## src/rtl/relax_osc_freq_counter_if.sv

```systemverilog
// Measurement bus between the frequency counter and its consumer:
// oscillator input and start request in, status and latched result out.
interface relax_osc_freq_counter_if #(
  parameter int CNT_W = 16
) ();
  logic             osc_in;
  logic             start;
  logic             busy;
  logic             valid;
  logic [CNT_W-1:0] count;
  logic             overflow;

  modport master (
    output osc_in, start,
    input  busy, valid, count, overflow
  );

  modport slave (
    input  osc_in, start,
    output busy, valid, count, overflow
  );
endinterface

```

## src/rtl/relax_osc_freq_counter.sv

```systemverilog
// Gated rising-edge counter for the relaxation oscillator output.
// Define RELAX_OSC_FREQ_CONT_EN for free-running back-to-back windows (DONE -> ARM).
module relax_osc_freq_counter #(
  parameter int GATE_CYCLES = 1000,
  parameter int CNT_W       = 16,
  parameter int SYNC_STAGES = 2
) (
  input  logic                     clk,
  input  logic                     rst,
  relax_osc_freq_counter_if.slave  bus
);

  localparam int               GATE_W    = $clog2(GATE_CYCLES);
  localparam logic [GATE_W-1:0] GATE_LAST = GATE_W'(GATE_CYCLES - 1);
  localparam logic [CNT_W-1:0]  CNT_MAX   = '1;

  typedef enum logic [1:0] {
    IDLE = 2'd0,
    ARM  = 2'd1,
    GATE = 2'd2,
    DONE = 2'd3
  } state_t;

  state_t                 state_q, state_d;
  logic [SYNC_STAGES-1:0] sync_q, sync_d;
  logic                   prev_q, prev_d;
  logic [GATE_W-1:0]      gate_q, gate_d;
  logic [CNT_W-1:0]       edge_q, edge_d;
  logic                   ovf_q, ovf_d;
  logic [CNT_W-1:0]       count_q, count_d;
  logic                   overflow_q, overflow_d;
  logic                   rise;

  // osc_in is asynchronous; only the last synchroniser stage is trusted.
  always_comb begin
    sync_d = {sync_q[SYNC_STAGES-2:0], bus.osc_in};
    prev_d = sync_q[SYNC_STAGES-1];
    rise   = sync_q[SYNC_STAGES-1] & ~prev_q;
  end

  always_comb begin
    state_d    = state_q;
    gate_d     = gate_q;
    edge_d     = edge_q;
    ovf_d      = ovf_q;
    count_d    = count_q;
    overflow_d = overflow_q;
    case (state_q)
      IDLE: begin
        if (bus.start) begin
          state_d = ARM;
        end
      end
      ARM: begin
        gate_d  = '0;
        edge_d  = '0;
        ovf_d   = 1'b0;
        state_d = GATE;
      end
      GATE: begin
        if (rise) begin
          if (edge_q == CNT_MAX) begin
            ovf_d = 1'b1;
          end else begin
            edge_d = edge_q + CNT_W'(1);
          end
        end
        // Result is loaded on the way into DONE so it is visible with valid.
        if (gate_q == GATE_LAST) begin
          count_d    = edge_d;
          overflow_d = ovf_d;
          state_d    = DONE;
        end else begin
          gate_d = gate_q + GATE_W'(1);
        end
      end
      DONE: begin
`ifdef RELAX_OSC_FREQ_CONT_EN
        state_d = ARM;
`else
        state_d = IDLE;
`endif
      end
      default: state_d = IDLE;
    endcase
  end

  always_ff @(posedge clk) begin
    if (rst) begin
      state_q    <= IDLE;
      sync_q     <= '0;
      prev_q     <= 1'b0;
      gate_q     <= '0;
      edge_q     <= '0;
      ovf_q      <= 1'b0;
      count_q    <= '0;
      overflow_q <= 1'b0;
    end else begin
      state_q    <= state_d;
      sync_q     <= sync_d;
      prev_q     <= prev_d;
      gate_q     <= gate_d;
      edge_q     <= edge_d;
      ovf_q      <= ovf_d;
      count_q    <= count_d;
      overflow_q <= overflow_d;
    end
  end

  assign bus.busy     = (state_q != IDLE);
  assign bus.valid    = (state_q == DONE);
  assign bus.count    = count_q;
  assign bus.overflow = overflow_q;

endmodule

```

## src/flat_wrapper.sv

```systemverilog
// flat-port wrapper written by rule: the top's interface ports become plain ports
module relax_osc_freq_counter_flat 
#(
  parameter int GATE_CYCLES = 1000,
  parameter int CNT_W       = 16,
  parameter int SYNC_STAGES = 2
)
  (clk, rst, bus_osc_in, bus_start, bus_busy, bus_valid, bus_count, bus_overflow);
  relax_osc_freq_counter_if #(.CNT_W(CNT_W)) bus_i ();
  input  logic clk;
  input  logic rst;
  input wire logic [$bits(bus_i.osc_in)-1:0] bus_osc_in;
  input wire logic [$bits(bus_i.start)-1:0] bus_start;
  output wire logic [$bits(bus_i.busy)-1:0] bus_busy;
  output wire logic [$bits(bus_i.valid)-1:0] bus_valid;
  output wire logic [$bits(bus_i.count)-1:0] bus_count;
  output wire logic [$bits(bus_i.overflow)-1:0] bus_overflow;
  assign bus_i.osc_in = bus_osc_in;
  assign bus_i.start = bus_start;
  assign bus_busy = bus_i.busy;
  assign bus_valid = bus_i.valid;
  assign bus_count = bus_i.count;
  assign bus_overflow = bus_i.overflow;
  relax_osc_freq_counter #(.GATE_CYCLES(GATE_CYCLES), .CNT_W(CNT_W), .SYNC_STAGES(SYNC_STAGES)) u_core (.clk(clk), .rst(rst), .bus(bus_i));
endmodule
```

## config.mk

```make
export PLATFORM = sky130hd
export DESIGN_NAME = relax_osc_freq_counter_flat
export DESIGN_NICKNAME = d
export VERILOG_FILES = /design/src/rtl/relax_osc_freq_counter_if.sv /design/src/rtl/relax_osc_freq_counter.sv /design/src/flat_wrapper.sv
export SDC_FILE = /design/constraint.sdc
export NUM_CORES = 1
export LEC_CHECK = 0
export CORE_ASPECT_RATIO = 0.8
export CORE_UTILIZATION = 52
export CTS_BUF_LIST = sky130_fd_sc_hd__clkbuf_4 sky130_fd_sc_hd__clkbuf_8 sky130_fd_sc_hd__clkbuf_16
export DETAILED_ROUTE_END_ITERATION = 16
export PLACE_DENSITY = 0.76
export SETUP_SLACK_MARGIN = 0.3
export SLEW_MARGIN = 10
export SYNTH_ARGS = -nofsm -noshare
export SYNTH_HDL_FRONTEND = slang
export SYNTH_SLANG_ARGS = --single-unit
```

## constraint.sdc

```tcl
create_clock -name clk -period 1.83 [get_ports clk]
set_input_delay 0.366 -clock clk [delete_from_list [all_inputs] [get_ports clk]]
set_output_delay 0.366 -clock clk [all_outputs]
set_load 0.01 [all_outputs]
```

Word-level counts from Yosys, hierarchy flattened
Cells that the tools add are included.
{"block": "word_totals", "reg_bits": 49, "input_bits": 4}
{"block": "op_classes", "add_sub_neg": 2, "n_eq_ne": 8, "mux": 11, "bitwise_logic": 2, "reduce_logical": 6}
{"cell": "two-way mux 16 bit", "n": 2}
{"cell": "case mux 16 bit (2 select lines)", "n": 1}
{"cell": "case mux 10 bit (2 select lines)", "n": 1}
{"cell": "adder 16 x 1 -> 16 bit (second input constant)", "n": 1}
{"cell": "== test 16 bit (second input constant)", "n": 1}
{"cell": "adder 10 x 1 -> 10 bit (second input constant)", "n": 1}
{"cell": "== test 10 bit (second input constant)", "n": 1}
{"cell": "two-way mux 10 bit", "n": 1}
{"cell": "case mux 2 bit (4 select lines)", "n": 1}
{"cell": "AND reduction 2 bit", "n": 3}
{"cell": "== test 2 bit (second input constant)", "n": 2}
{"cell": "two-way mux 2 bit", "n": 2}
{"cell": "inequality test 2 bit (second input constant)", "n": 2}
{"cell": "nonzero test 2 bit", "n": 2}
{"cell": "== test 2 x 1 -> 1 bit (second input constant)", "n": 1}
{"cell": "zero test 2 bit", "n": 1}
{"cell": "two-way mux 1 bit", "n": 2}
{"cell": "inequality test 2 x 1 -> 1 bit (second input constant)", "n": 1}
{"cell": "case mux 1 bit (2 select lines)", "n": 1}
{"cell": "AND 1 bit", "n": 1}
{"cell": "inverter 1 bit", "n": 1}

Logic depth before layout (Yosys ltp)
{"block": "depth", "ltp_word": 4, "ltp_mapped": 7, "ltp_nobuf": 7}

Worst setup path before layout
Ideal clock, no wire load.
{"block": "synth_path", "path_type": "flip-flop to flip-flop", "startpoint": "register u_core.edge_q[1]", "endpoint": "register u_core.count_q[1], in the netlist u_core.bus.count[1]", "arrival_ns": 1.703, "path_slack_ns": -0.010, "path_stages_with_launch": 7, "n_path_buf": 0, "period_less_slack_ns": 1.840, "path_cell_list": "dfxtp_1 -> ha_1 -> nand4_4 -> or4_4 -> nand2_4 -> mux2i_1 -> a211oi_2"}
{"block": "synth_via", "elab_chain_cells": 3}
{"element": "start: declaration", "line_no": "relax_osc_freq_counter.sv:28", "source": "logic [CNT_W-1:0] edge_q, edge_d;"}
{"element": "start signal: assignment", "line_no": "relax_osc_freq_counter.sv:103", "source": "edge_q <= edge_d;"}
{"element": "adder 16 x 1 -> 16 bit or == test 16 bit (tied branches)", "line_no": "relax_osc_freq_counter.sv:65, relax_osc_freq_counter.sv:62"}
{"element": "two-way mux 16 bit", "line_no": "relax_osc_freq_counter.sv:62", "source": "if (edge_q == CNT_MAX) begin"}
{"element": "two-way mux 16 bit (*)", "line_no": "relax_osc_freq_counter.sv:61", "source": "if (rise) begin"}
{"element": "end signal: assignment", "line_no": "relax_osc_freq_counter.sv:105", "source": "count_q <= count_d;"}
{"element": "end: declaration", "line_no": "relax_osc_freq_counter.sv:30", "source": "logic [CNT_W-1:0] count_q, count_d;"}
Every way passes the cells marked *; elsewhere a longest branch is shown, timed or not.
A chain may end at the register's enable or synchronous reset.

Worst setup path after layout
{"block": "layout_path", "startpoint": "register u_core.edge_q[10]", "endpoint": "register u_core.count_q[9], in the netlist u_core.bus.count[9]"}
{"block": "layout_via", "elab_chain_cells": 3}
{"element": "== test 16 bit", "line_no": "relax_osc_freq_counter.sv:62"}
{"element": "two-way mux 16 bit", "line_no": "relax_osc_freq_counter.sv:62"}
{"element": "two-way mux 16 bit", "line_no": "relax_osc_freq_counter.sv:61"}
No other way between the ends.

==> run metrics <==
overflow left after global routing=0; worst path arrival time=2.05 ns; WP data required=2.05 ns; first-pass GRT wire length=around 12 mm; vias in the first global route=~2500; CTS tree=built; Yosys reg bits=49; die area=around 5300 um^2; Max Cap Viol=0; initial DRC count=between 200 and 250; setup slack at placement=0.0377 ns; number of CTS-inserted buffers=5; drt first pass iters=7; core area=roughly 4700 um^2; Final Hold Fails=0; beginning of the critical path=u_core.edge_q[10]; register area share after synthesis=0.374; # nets final=around 400; Power Density=between 700 and 800 nW/um^2; kind of critical path=reg -> reg; CTS sink count=49; Startpoint Class=register; Final Skew=0.00774 ns; n_diodes=0; antenna violations before repair=0; DR vias=2868; Final ANT Viol Nets=0; Post-synth top cells=dfxtp_1 (49), nor2_1 (40), nand2_1 (25); worst hold slack=0.448 ns; EDFF count, synth=0; HPWL after detailed placement=4.52 mm; final setup vio count=1; gr usage total=0.306; Yosys top cell area share=0.374; Slew @ Worst Pin=0.408 ns; static leakage=roughly 1.5 nW; Max rail drop VDD=about 0.9 mV; Primary FF master, synth=dfxtp_1; Die Y=65.5 um; Peak Freq=546 MHz; clk buf depth=2; share of cells above drive strength 1=0.445; Clock transition at path regs=0.09 ns; Final WS setup=-0.00140 ns; ranking of synthesized cells by area=dfxtp_1 (37%), nor2_1 (5.7%), a21oi_1 (3.6%); Async S/R FF share, synth=0; Starting Density=0.557; hold path depth=1; syn nets=324; Syn. warnings=0; Worst setup EP type=register; status=finished with violations; area growth from synthesis to layout=49.9%; area of the mapped netlist=2620 um^2; I/O Buffers=22; GP Congestion=0.882; DRC viols=0; largest net degree at the start of global routing=17; WL/cell=19.4 um; Slew headroom=0.726; RSZ-0062 raised after global routing=true; Die Wd=81.4 um; Min-Delay Startpoint=u_core.sync_q[0]; fin crit share=1.00; Synth area leader=dfxtp_1; row cnt=22; Via density=6.33; Root Buffer=clkbuf_8; IO Pins=23; hold buffer count at CTS=0; Reg2Reg Depth=7; Period minus WS final=1.83 ns; post-synth cell types=53; cell with the most instances after synthesis=dfxtp_1; CP Cell Sequence=nand4_1 -> buf_4 -> nor4_4 -> buf_12 -> nor3_4 -> xnor2_1 -> a211oi_1; Filler cells=255; HP Class=reg -> reg; Worst R2R Start=u_core.edge_q[10]; slowest stage cell, crit path=nor4_4; CP peak stage delay=0.39 ns; syn avg cell area=8.38 um^2; final WL=8.80 mm; CTS HTree Levels=2; Cells after Synth=313; Pins Over Slew Limit=0; Skew-Pair Late Insertion Delay=0.32 ns; crit path max fanout=3; violated checks=negative setup slack
==> kinds of logic after synthesis <==
kind of cell	Yosys count	synth area share
compound gates	57	0.140
xor+xnor	16	0.0534
fa+ha+maj	7	0.0334
buf+inv	29	0.0458
flops	49	0.374
mux	6	0.0229
simple gates	149	0.330
==> placed cells by master (no fill, tap or decap), types with 10 or more instances in the layout <==
cell type      Yosys  final
a21oi_1           19     13
dlygate4sd2_1      0     17
buf_4              1     51
buf_6              0     13
nor2_1            40     35
dfxtp_1           49     28
nand2_1           25     19
dfxtp_2            0     13
nand4_1           10     10
==> power by group <==
group	switching [W]	internal [W]
clock	0.000382	0.000342
combinational	0.000778	0.000456
sequential	0.0000270	0.00110
total	0.00119	0.00190
==> per-stage QoR <==
step	setup TNS (ns)	util	power [W]	std cells	instance area (um^2)
after floorplan	0	-	0.00169	313	2750
after global placement	0	0.662	0.00199	400	3120
after detailed placement	0	0.662	0.00201	400	3120
after CTS	0	0.762	0.00278	433	3590
after global routing	-0.0429	0.836	0.00320	453	3930
final	-0.00140	0.836	0.00309	453	3930
==> critical path: cells and delay by family (launching register included) <==
kind            cells  cell delay, ns
compound gates      1            0.31
xor+xnor            1            0.13
buf+inv             2            0.34
flops               1            0.37
simple gates        3            0.58
==> repair_timing <==
action	4_1_cts	5_1_grt
pin swaps	24	52
setup endpoints to repair	62	46
buffers inserted	24	20
gates cloned	1	0
gates resized for setup	75	57
==> cell type report <==
class | instances | area, um^2 | area share
clock buffers | 7 | 96.3 | 0.0245
clock inverters | 1 | 5.00 | 0.00127
inverters | 11 | 45.0 | 0.0115
multi-input cells | 236 | 1910 | 0.486
flip-flops and latches | 49 | 1030 | 0.261
well taps | 60 | 75.1 | 0.0191
repair buffers | 89 | 773 | 0.197
==> flip-flops by register name, indices dropped and copies added, names as in the netlist <==
signal / flops
u_core.prev_q: 1
u_core.bus.overflow: 1
u_core.edge_q: 16
u_core.ovf_q: 1
u_core.sync_q: 2
u_core.gate_q: 10
u_core.state_q: 2
u_core.bus.count: 16
==> final timing paths <==
| check | to | slack [ns] |
|---|---|---|
| max | u_core.bus.count[9] | -0.001 |
| min | u_core.sync_q[1] | 0.45 |
| max reg2reg | u_core.bus.count[9] | -0.001 |
| min reg2reg | u_core.sync_q[1] | 0.45 |
==> metal layers <==
metal | vias to the layer above | track usage | wire length (um)
li1 | 1286 | - | -
met1 | 1410 | 0.395 | 3570
met2 | 136 | 0.507 | 4360
met3 | 36 | 0.0722 | 536
met4 | 0 | 0.0826 | 336
met5 | - | 0 | 0
Note: power is estimated with default switching activity, not from simulation.
